$ cat src/rtl/branch_unit.sv
// Branch/jump resolution unit: accepts a request with ULA flags, resolves the
// condition and target in one cycle, then redirects the PC and holds a fetch flush.
module branch_unit #(
  parameter int unsigned FLUSH_CYCLES = 2,
  parameter logic [31:0] CNT_RST_VAL  = 32'h0000_0000
) (
  input  logic        clk,
  input  logic        rst_n,
  input  logic        req_valid_i,
  output logic        req_ready_o,
  input  logic        is_jal_i,
  input  logic        is_jalr_i,
  input  logic [2:0]  funct3_i,
  input  logic [63:0] pc_i,
  input  logic [63:0] imm_i,
  input  logic [63:0] rs1_i,
  input  logic [5:0]  flags_i,
  output logic        resolve_valid_o,
  output logic        taken_o,
  output logic        redirect_valid_o,
  output logic [63:0] redirect_pc_o,
  output logic [63:0] link_addr_o,
  output logic        misaligned_o,
  output logic        illegal_o,
  output logic        flush_o,
  output logic [31:0] taken_count_o
);

  typedef enum logic [1:0] {
    S_IDLE    = 2'd0,
    S_RESOLVE = 2'd1,
    S_FLUSH   = 2'd2
  } state_e;

  state_e      state_q, state_d;
  logic [3:0]  cnt_q, cnt_d;
  logic        accept_s, cond_s, illegal_s, taken_s, misalign_s, redirect_s;
  logic [63:0] target_s;

  logic        req_ready_q, req_ready_d;
  logic        resolve_valid_q, resolve_valid_d;
  logic        taken_q, taken_d;
  logic        redirect_valid_q, redirect_valid_d;
  logic [63:0] redirect_pc_q, redirect_pc_d;
  logic [63:0] link_addr_q, link_addr_d;
  logic        misaligned_q, misaligned_d;
  logic        illegal_q, illegal_d;
  logic        flush_q, flush_d;
  logic [31:0] taken_count_q, taken_count_d;

  assign accept_s = req_valid_i && req_ready_q;

  // Resolution is computed from the request itself so every pulse leaves a register.
  always_comb begin
    cond_s    = 1'b0;
    illegal_s = 1'b0;
    case (funct3_i)
      3'b000:         cond_s = flags_i[0];
      3'b001:         cond_s = flags_i[1];
      3'b100:         cond_s = flags_i[2];
      3'b101:         cond_s = flags_i[3];
      3'b110:         cond_s = flags_i[4];
      3'b111:         cond_s = flags_i[5];
      3'b010, 3'b011: illegal_s = 1'b1;
      default:        cond_s = 1'b0;
    endcase
    if (is_jalr_i) begin
      target_s  = (rs1_i + imm_i) & ~64'd1;
      taken_s   = 1'b1;
      illegal_s = 1'b0;
    end else if (is_jal_i) begin
      target_s  = pc_i + imm_i;
      taken_s   = 1'b1;
      illegal_s = 1'b0;
    end else begin
      target_s  = pc_i + imm_i;
      taken_s   = cond_s;
    end
    misalign_s = taken_s && (target_s[1:0] != 2'b00);
    redirect_s = taken_s && !misalign_s;
  end

  // State register.
  always_ff @(posedge clk or negedge rst_n) begin
    if (!rst_n) begin
      state_q <= S_IDLE;
      cnt_q   <= 4'd0;
    end else begin
      state_q <= state_d;
      cnt_q   <= cnt_d;
    end
  end

  // Next-state logic and flush countdown.
  always_comb begin
    state_d = state_q;
    cnt_d   = cnt_q;
    case (state_q)
      S_IDLE: begin
        if (accept_s) state_d = S_RESOLVE;
        else          state_d = S_IDLE;
      end
      S_RESOLVE: begin
        if (redirect_valid_q) begin
          state_d = S_FLUSH;
          cnt_d   = 4'(FLUSH_CYCLES - 1);
        end else begin
          state_d = S_IDLE;
        end
      end
      S_FLUSH: begin
        if (cnt_q == 4'd0) begin
          state_d = S_IDLE;
        end else begin
          cnt_d = cnt_q - 4'd1;
        end
      end
      default: state_d = S_IDLE;
    endcase
  end

  // Output next values; redirect_pc/link_addr only change on an accepted request.
  always_comb begin
    req_ready_d      = (state_d == S_IDLE);
    flush_d          = (state_d == S_FLUSH);
    resolve_valid_d  = accept_s;
    taken_d          = accept_s && taken_s;
    redirect_valid_d = accept_s && redirect_s;
    misaligned_d     = accept_s && misalign_s;
    illegal_d        = accept_s && illegal_s;
    if (accept_s) begin
      redirect_pc_d = target_s;
      link_addr_d   = pc_i + 64'd4;
    end else begin
      redirect_pc_d = redirect_pc_q;
      link_addr_d   = link_addr_q;
    end
    if (accept_s && redirect_s && (taken_count_q != 32'hFFFF_FFFF)) begin
      taken_count_d = taken_count_q + 32'd1;
    end else begin
      taken_count_d = taken_count_q;
    end
  end

  // Output registers.
  always_ff @(posedge clk or negedge rst_n) begin
    if (!rst_n) begin
      req_ready_q      <= 1'b1;
      resolve_valid_q  <= 1'b0;
      taken_q          <= 1'b0;
      redirect_valid_q <= 1'b0;
      redirect_pc_q    <= 64'd0;
      link_addr_q      <= 64'd0;
      misaligned_q     <= 1'b0;
      illegal_q        <= 1'b0;
      flush_q          <= 1'b0;
      taken_count_q    <= CNT_RST_VAL;
    end else begin
      req_ready_q      <= req_ready_d;
      resolve_valid_q  <= resolve_valid_d;
      taken_q          <= taken_d;
      redirect_valid_q <= redirect_valid_d;
      redirect_pc_q    <= redirect_pc_d;
      link_addr_q      <= link_addr_d;
      misaligned_q     <= misaligned_d;
      illegal_q        <= illegal_d;
      flush_q          <= flush_d;
      taken_count_q    <= taken_count_d;
    end
  end

  assign req_ready_o      = req_ready_q;
  assign resolve_valid_o  = resolve_valid_q;
  assign taken_o          = taken_q;
  assign redirect_valid_o = redirect_valid_q;
  assign redirect_pc_o    = redirect_pc_q;
  assign link_addr_o      = link_addr_q;
  assign misaligned_o     = misaligned_q;
  assign illegal_o        = illegal_q;
  assign flush_o          = flush_q;
  assign taken_count_o    = taken_count_q;

endmodule

$ cat config.mk
export PLATFORM = sky130hd
export DESIGN_NAME = branch_unit
export DESIGN_NICKNAME = d
export VERILOG_FILES = /design/src/rtl/branch_unit.sv
export SDC_FILE = /design/constraint.sdc
export NUM_CORES = 1
export LEC_CHECK = 0
export BUFFER_PORTS_ARGS = -buffer_cell sky130_fd_sc_hd__buf_2
export CAP_MARGIN = 20
export CORE_ASPECT_RATIO = 1.2
export CORE_MARGIN = 4
export CORE_UTILIZATION = 60
export DETAILED_ROUTE_END_ITERATION = 12
export PLACE_DENSITY = 0.88
export SYNTH_ARGS = -nofsm -noshare
export SYNTH_HDL_FRONTEND = slang
export SYNTH_SLANG_ARGS = --single-unit
$ cat constraint.sdc
create_clock -name clk -period 6.4 [get_ports clk]
set_input_delay 0.96 -clock clk [delete_from_list [all_inputs] [get_ports clk]]
set_output_delay 0.96 -clock clk [all_outputs]
set_load 0.1 [all_outputs]
## After elaboration in Yosys (flattened, before gate mapping)

Index checks and enable logic that the tools add are counted.
Widths: inputs -> output; s select.

| word-level totals | value |
|---|---|
| output and inout port bits | 167 |
| bits in registers | 173 |
| input port bits | 206 |
| logic and storage cells | 61 |

| cells by class | value |
|---|---|
| mux-type cells | 14 |
| equal/unequal tests | 13 |
| add/sub/neg operators | 5 |
| reductions and logical operators | 17 |

Operators with widths:

| operator | number |
|---|---|
| $add 64x64->64 | 2 |
| $add 64x3->64 const B | 1 |
| $mux 64 | 1 |
| $add 32x1->32 const B | 1 |
| $ne 32x32->1 const B | 1 |
| $eq 3x3->1 const B | 4 |
| $logic_and 1x1->1 | 8 |
| $mux 4 | 2 |
| $pmux 4 s2 | 1 |
| $eq 3x2->1 const B | 2 |
| $mux 1 | 6 |
| $pmux 1 s6 | 1 |
| $pmux 2 s3 | 1 |
| $eq 2x2->1 const B | 2 |
| $logic_not 2->1 | 2 |
| $logic_not 4->1 | 1 |
| $mux 2 | 2 |
| $ne 2x2->1 const B | 2 |
| $reduce_bool 2->1 | 2 |
| $sub 4x1->4 const B | 1 |
| $eq 3x1->1 const B | 1 |
| $logic_not 3->1 | 1 |
| $reduce_and 3->1 | 1 |
| $eq 2x1->1 const B | 1 |
| other kinds (2) | 2 |

## Logic depth before layout (Yosys ltp)

Gate-level depths: netlist of the first run.

| logic depth | value |
|---|---|
| word-level depth | 9 |
| gate-level depth with buffers | 14 |
| depth with buffers taken out | 12 |

## Least setup slack after synthesis of the first run

Ideal clock, no wire load.

| timing | value |
|---|---|
| path type | input to register |
| start | in pc_i[0] |
| end | reg taken_count_q[23], in the netlist taken_count_o[23] |
| buffers on the path | 2 |
| data required time | 6.242 ns |
| data arrival time | 3.468 ns |
| library setup time | 0.158 ns |
| slack | 2.774 ns |
| stages on the path | 14 |
| path through | ha_1 fa_1 nor2_1 o21ai_0 a311oi_2 o31a_1 buf_6 and4_4 nand2_4 nor4_4 and2_0 buf_4 nand4_1 xnor2_1 |

| on the way | value |
|---|---|
| longest elaborated chain between the ends | 8 |

Ends and longest elaborated chain:

| what | line | source |
|---|---|---|
| start, declared | 14 | `input logic [63:0] pc_i,` |
| $add 64x64->64 | 72, 76 |  |
| $mux 64 | 67 | `if (is_jalr_i) begin` |
| $reduce_bool 2->1 | 79 | `misalign_s = taken_s && (target_s[1:0] != 2'b00);` |
| $logic_and 1x1->1 | 79 |  |
| $logic_not 1->1 | 80 | `redirect_s = taken_s && !misalign_s;` |
| $logic_and 1x1->1 | 80 |  |
| $logic_and 1x1->1 | -- |  |
| net redirect_valid_d | 43 | `logic redirect_valid_q, redirect_valid_d;` |
| $logic_and 1x1->1 | 138 | `if (accept_s && redirect_s && (taken_count_q != 32'hFFFF_FFFF)) begin` |
| end signal, assigned | 168 | `taken_count_q <= taken_count_d;` |
| end, declared | 49 | `logic [31:0] taken_count_q, taken_count_d;` |

The timed path passes the listed nets, and every way through them passes these cells.
A chain may end at the register's enable or synchronous reset.

## Worst setup path after layout of the first run

| timing | value |
|---|---|
| start | in imm_i[8] |
| end | reg redirect_pc_q[55], in the netlist redirect_pc_o[55] |

| on the way | value |
|---|---|
| longest elaborated chain between the ends | 2 |
| elaborated cells between the ends (all ways) | 3 |
| those cells by class | add/sub: 2; mux: 1 |

Ends and longest elaborated chain:

| what | line | source |
|---|---|---|
| start, declared | 15 | `input logic [63:0] imm_i,` |
| $add 64x64->64 (on tied branches) | 72, 76, 68 |  |
| $mux 64 (*) | 67 |  |
| end signal, assigned | 163 | `redirect_pc_q <= redirect_pc_d;` |
| end, declared | 44 | `logic [63:0] redirect_pc_q, redirect_pc_d;` |

Every way passes the cells marked *; elsewhere a longest branch is shown, timed or not.

==> results of run 1 <==
[flip-flops by register name, indices dropped and copies added, names as in the netlist]
register and flops:
illegal_o 1, taken_count_o 32, taken_o 1, resolve_valid_o 1
redirect_valid_o 1, cnt_q 4, misaligned_o 1, state_q 2
flush_o 1, link_addr_o 64, redirect_pc_o 64, req_ready_o 1
[routing by layer]
layer	routed length (um)	vias to the layer above	part of all wire
met1	21400	7990	0.37
met3	4550	259	0.078
met5	0	-	0
met4	4390	0	0.076
met2	27600	938	0.48
li1	-	8043	-
[where the power goes]
group / leakage [nW] / switching [mW] / internal [mW] / total (mW)
clock: 0.296 / 0.570 / 0.533 / 1.10
sequential: 2.15 / 0.260 / 1.49 / 1.75
combinational: 6.17 / 4.15 / 0.875 / 5.03
[metrics by stage]
step	instances	setup WS [ns]	hold WS (ns)	total power, mW	area [um2]
after global placement	2674	2.12	0.455	6.70	17900
after floorplan	2057	2.77	0.462	5.71	15900
after CTS	2706	2.52	0.473	7.87	18500
after global routing	2706	2.17	0.482	8.19	18500
final	2706	2.39	0.451	7.88	18500
after detailed placement	2674	2.06	0.463	6.76	17900
[area by class of cell]
class                           count  area (um2)
Multi-Input combinational cell   1725       11000
Fill cell                        2205        7760
Sequential cell                   173        4330
Timing Repair Buffer              382        1940
Clock buffer                       17         425
Tap cell                          335         419
Inverter                           59         221
Clock inverter                     15         189
[critical path, stage by stage]
cell,delay (ns)
buf_2,0.13
ha_1,0.44
nand2_1,0.08
o21ai_0,0.48
o211ai_1,0.28
a21oi_1,0.40
o2111ai_2,0.29
a2111oi_4,0.67
o21a_1,0.19
o31ai_1,0.07
o32a_1,0.35
[cell families after synthesis]
family	share of synthesized area
simple gates	0.212
mux	0.00621
buf+inv	0.0391
flops	0.272
fa+ha+maj	0.104
xor+xnor	0.112
compound gates	0.255
[worst min path at each step]
stage | start | end | slack (ns) | depth (start not counted)
after floorplan | cnt_q[0] | cnt_q[0] | 0.46 | 1
after global placement | link_addr_o[1] | link_addr_o[1] | 0.46 | 2
after detailed placement | link_addr_o[0] | link_addr_o[0] | 0.46 | 2
after CTS | rst_n | redirect_pc_o[15] | 0.47 | 1
after global routing | rst_n | redirect_pc_o[15] | 0.48 | 1
final | rst_n | redirect_pc_o[15] | 0.45 | 1
[cells in the final DEF, fill, tap and decap left out, drive strengths merged, types with 64 or more instances in the layout]
| master | synthesis | routed |
|---|---|---|
| nand4 | 68 | 68 |
| inv | 58 | 64 |
| xor2 | 74 | 74 |
| ha | 129 | 129 |
| xnor2 | 129 | 129 |
| o21ai | 216 | 216 |
| nor2 | 162 | 162 |
| nand2 | 272 | 272 |
| buf | 11 | 382 |
| a21oi | 213 | 213 |
| dfrtp | 172 | 172 |
==> results_dict.tcl, run 1 <==
set metrics [dict create \
    drt-initial-drc-count 1572 \
    grt_pass1_vias 17173 \
    drt-pass1-iter-count 6 \
    vias_per_cell 6.37 \
    reg2reg_depth 5 \
    area_growth_pct 16.2 \
    clock_sinks 173 \
    yosysSeqAreaShare 0.272 \
    clk_pin_slew_worst_paths_ns 0.08 \
    fp.dieArea_um2 29200 \
    synth_seq_cells 173 \
    layout_worst_path_cycle_share 0.627 \
    relSlewSlack 0.335 \
    cp_max_fo 5 \
    cts_tree "built" \
    power_density_nw_per_um2 426 \
    grt_max_degree 92 \
    dp_hpwl_um 46600 \
    clock_latency_ns 0.46 \
    synth.area.top_cells "dfrtp_1 27%, ha_1 10%, xnor2_1 7.1%" \
    setup_violations 0 \
    yosysTopAreaCell "dfrtp_1" \
    cts_made_buffers 17 \
    clock_path_buffers 2 \
    rsz0062_at_grt "false" \
    overflow 0 \
    synth_cell_type_count 94 \
    fin_util 0.705 \
    post_cts_resized 0 \
    busiest_layer "met2" \
    startpoint_type "input pin" \
    rows 65 \
    p_leak_nw 8.61 \
    hp-class "in2async" \
    synth-main-ff-cell "dfrtp_1" \
    core_area_um2 26300 \
    r2r-end "redirect_pc_o[61]" \
    r2r_start "req_ready_o" \
    cap_violations 0 \
    ant_nets 0 \
    ys_top_cells_by_count "271 x nand2_1, 213 x a21oi_1, 205 x o21ai_0" \
    synth_top_area_frac 0.270 \
    ctsHoldBuffers 0 \
    antenna_found_initial 0 \
    crit_type "in2reg" \
    crit_arrival_ns 4.34 \
    synthMostInstantiatedCell "nand2_1" \
    die-width_um 157 \
    regToRegSetupSlack_ns 3.16 \
    wire_per_inst_um 21.4 \
    syn_avg_cell_area_um2 7.74 \
    use_met2 0.654 \
    grt_usage 0.386 \
    post_cts_buffers 0 \
    ctsRootBufferMaster "clkbuf_16" \
    layout-drive-gt1-share 0.189 \
    max_freq_ghz 0.249 \
    critPathLaunch "imm_i[8]" \
    worstSetupEndpointType "flop" \
    synth_edf_count 0 \
    fin_crit_ns 4.01 \
    routed_wl_um 57900 \
    finalWeightedCongestion 1.01 \
    setup_tns_ns 0 \
    cts_max_level 4 \
    vdd_ir_drop_max_uv 391 \
    ios 373 \
    use_met3 0.0619 \
    fp.dieH_um 186 \
    drc 0 \
    tightest_slew_ns 0.996 \
    grtUsageMet1 0.449 \
    ys_async_sr_fraction 1.00 \
    num_vias 17230 \
    synth_area_um2 15900 \
    nets 2695 \
    grt_pass1_wl_um 90200 \
    ys_warn_count 0 \
    crit_end "redirect_pc_o[55]" \
    synth_cells 2057 \
    crit_required_ns 6.73 \
    fin_worst_skew_ns 0.0108 \
    diodes 0 \
    status "finished clean" \
    port_buffers 372 \
    hold_viol_final 0 \
    slew_violations 0 \
    start_util 0.606 \
    syn_nets 2394 \
]
(Power assumes the default switching activity.)
==> run 2: changes to the inputs <==
--- a/config.mk
+++ b/config.mk
@@ -5,13 +5,14 @@
 export SDC_FILE = /design/constraint.sdc
 export NUM_CORES = 1
 export LEC_CHECK = 0
+export ABC_AREA = 1
 export BUFFER_PORTS_ARGS = -buffer_cell sky130_fd_sc_hd__buf_2
 export CAP_MARGIN = 20
 export CORE_ASPECT_RATIO = 1.2
 export CORE_MARGIN = 4
-export CORE_UTILIZATION = 60
+export CORE_UTILIZATION = 53
 export DETAILED_ROUTE_END_ITERATION = 12
-export PLACE_DENSITY = 0.88
+export PLACE_DENSITY = 0.79
 export SYNTH_ARGS = -nofsm -noshare
 export SYNTH_HDL_FRONTEND = slang
 export SYNTH_SLANG_ARGS = --single-unit
==> constraint.sdc (replaced) <==
create_clock -name clk -period 3.57 [get_ports clk]
set_input_delay 0.5355 -clock clk [delete_from_list [all_inputs] [get_ports clk]]
set_output_delay 0.5355 -clock clk [all_outputs]
set_load 0.1 [all_outputs]
==> run 2 against run 1 <==
Net effect:
- cell count is 75% higher
- highest routed layer is now met5
- combinational power rose by 98%
- largest cell class unchanged
- first-iteration DRC count grew 37%
- sequential power up 89%
- critical endpoint is now redirect_pc_o[59]
- non-clock buffer count increased by 2
- clock skew increased by 0.0065 ns
- global-route usage is 0.19 points lower
- register-to-register slack worse by 2.0 ns
- setup slack got worse by 1.5 ns
- sequential share of layout area decreased by 5.3 points
==> results_dict.tcl, run 2 <==
set metrics [dict create \
    dp_hpwl_um 71500 \
    p_sw_frac 0.652 \
    layout_worst_path_cycle_share 0.761 \
    crit_arrival_ns 3.07 \
    setup_violations 0 \
    regToRegSetupSlack_ns 1.17 \
    fin_crit_ns 2.72 \
    synthMuxAreaShare 0 \
    reg2reg_depth 13 \
    nets 4530 \
    synth_cells 3837 \
    rows 79 \
    ys_warn_count 0 \
    clock_sinks 173 \
    post_cts_buffers 0 \
    ant_nets 0 \
    syn_nets 4174 \
    synth_compound_area_frac 0.0594 \
    setup_tns_ns 0 \
    wire_per_inst_um 17.8 \
    num_vias 24692 \
    syn_avg_cell_area_um2 5.44 \
    yosysTopAreaCell "nand2_1" \
    slew_violations 0 \
    ys_top_cells_by_count "1670 x nand2_1, 731 x inv_1, 352 x nor2_1" \
    hold_slack_ns 0.174 \
    port_buffers 372 \
    grt_pass1_wl_um 126000 \
    crit_type "in2reg" \
    grt_max_degree 139 \
    synth_seq_cells 173 \
    cts_tree "built" \
    hold_viol_final 0 \
    cts_made_buffers 17 \
    critPathLaunch "pc_i[32]" \
    synth_fa_ha_area_frac 0.0792 \
    synthMostInstantiatedCell "nand2_1" \
    post_cts_resized 0 \
    ctsRootBufferMaster "clkbuf_16" \
    final_cell_mix "1669 x nand2_1, 729 x inv_1, 371 x buf_2" \
    area_growth_pct 14.5 \
    synth_top_family_by_area "simple AND/OR/NAND/NOR gates" \
    synth-main-ff-cell "dfrtp_1" \
    hp-class "in2async" \
    routed_wl_um 84400 \
    start_util 0.538 \
    drt-pass1-iter-count 8 \
    fin_worst_skew_ns 0.0173 \
    drt-initial-drc-count 2159 \
    r2r_start "taken_count_o[0]" \
    tightest_slew_ns 0.950 \
    drc 0 \
    relSlewSlack 0.367 \
    clk_pin_slew_worst_paths_ns 0.08 \
    synth_simple_gate_area_frac 0.472 \
    ctsHoldBuffers 0 \
    rsz0062_at_grt "false" \
    ios 373 \
    overflow 0 \
    crit_end "redirect_pc_o[59]" \
    cts_max_level 4 \
    cp_max_fo 5 \
    status "finished clean" \
    vdd_ir_drop_max_uv 801 \
    p_sw_mw 9.91 \
    synth_edf_count 0 \
    finalWeightedCongestion 1.06 \
    crit_required_ns 3.92 \
    synth_area_um2 20900 \
    dp_slack_ns 0.400 \
    grt_usage 0.384 \
    clkPwrFrac 0.127 \
    synthXorXnorAreaFrac 0.0403 \
    cap_violations 0 \
    p_seq_frac 0.217 \
    antenna_found_initial 5 \
    synth.area.top_cells "nand2_1 30%, dfrtp_1 21%, inv_1 13%" \
    layout-drive-gt1-share 0.110 \
    fill_cells 4072 \
    synth_cell_type_count 38 \
    power_density_nw_per_um2 636 \
    max_freq_ghz 0.368 \
    worstSetupEndpointType "flop" \
    p_leak_nw 14.6 \
    fp.dieArea_um2 42700 \
    synth_top_area_frac 0.300 \
    fp.dieH_um 225 \
    p_int_mw 5.30 \
    core_area_um2 38800 \
    die-width_um 189 \
    clock_path_buffers 2 \
    fin_ws_ns 0.853 \
    ys_async_sr_fraction 1.00 \
    clock_latency_ns 0.47 \
    r2r-end "taken_count_o[3]" \
    yosysSeqAreaShare 0.207 \
    mostFrequentLayoutCell "nand2_1" \
    grt_pass1_vias 22899 \
    combPwrFrac 0.656 \
    startpoint_type "input pin" \
    power.total_mw 15.2 \
    vias_per_cell 5.21 \
]
==> run 2: cell families after synthesis <==
| family | count (synthesis) |
|---|---|
| DFF | 173 |
| buffers and inverters | 780 |
| xor gates and xnor gates | 96 |
| and+or+nand+nor | 2419 |
| AOI/OAI and AO/OA | 238 |
| adders and majority gates | 131 |
==> run 2: cell type report <==
class	count	area, um2	share of cell area
multi-input combinational	2884	13600	0.569
clock inverter	14	146	0.00612
tap	526	658	0.0275
sequential	173	4330	0.181
antenna	4	10.0	0.000419
clock buffer	18	429	0.0180
inverter	733	2750	0.115
timing repair buffer	384	1980	0.0830
==> run 2: how the worst min path moves through the flow <==
stage               slack [ns]    endpoint        from  depth (start not counted)
detailed placement        0.43  state_q[0]  state_q[1]                          1
finish                    0.17   illegal_o       rst_n                          1
CTS                       0.21   illegal_o       rst_n                          1
global route              0.25   illegal_o       rst_n                          1
floorplan                 0.24    cnt_q[0]       rst_n                          0
global placement          0.43  state_q[0]  state_q[1]                          1
==> run 2: critical path, stage by stage <==
cell	delay [ns]
buf_2	0.16
ha_1	0.41
nand2_1	0.10
inv_1	0.08
nand2_1	0.12
nor2_1	0.31
nand2_1	0.20
nor4_1	0.49
nand2_1	0.26
nand2_1	0.11
nand2_1	0.05
nand3_1	0.07
nand2_1	0.07
nand2_1	0.07
nand2_1	0.05
==> run 2: per-layer routing <==
| layer | routed length (um) | GRT usage | vias up |
|---|---|---|---|
| li1 | - | - | 12413 |
| met1 | 33800 | 0.494 | 10983 |
| met2 | 38100 | 0.636 | 1089 |
| met3 | 7700 | 0.0575 | 205 |
| met4 | 4670 | 0.183 | 2 |
| met5 | 13 | 0 | - |
==> run 2: power by group through the flow <==
stage | Sequential, mW | Combinational (mW) | Clock (mW)
after CTS | 3.28 | 9.92 | 1.94
after detailed placement | 3.31 | 9.91 | 0
after global routing | 3.38 | 10.5 | 2.02
final | 3.31 | 9.97 | 1.93
after floorplan | 8.57 | 2.48 | 0
after global placement | 3.32 | 9.85 | 0
==> run 2: through the flow <==
stage                     std cells  utilization  instance area (um2)
after floorplan                3837            -                20900
after global placement         4700        0.600                23300
after detailed placement       4700        0.600                23300
after CTS                      4732        0.615                23900
after global routing           4734        0.615                23900
final                          4736        0.615                23900
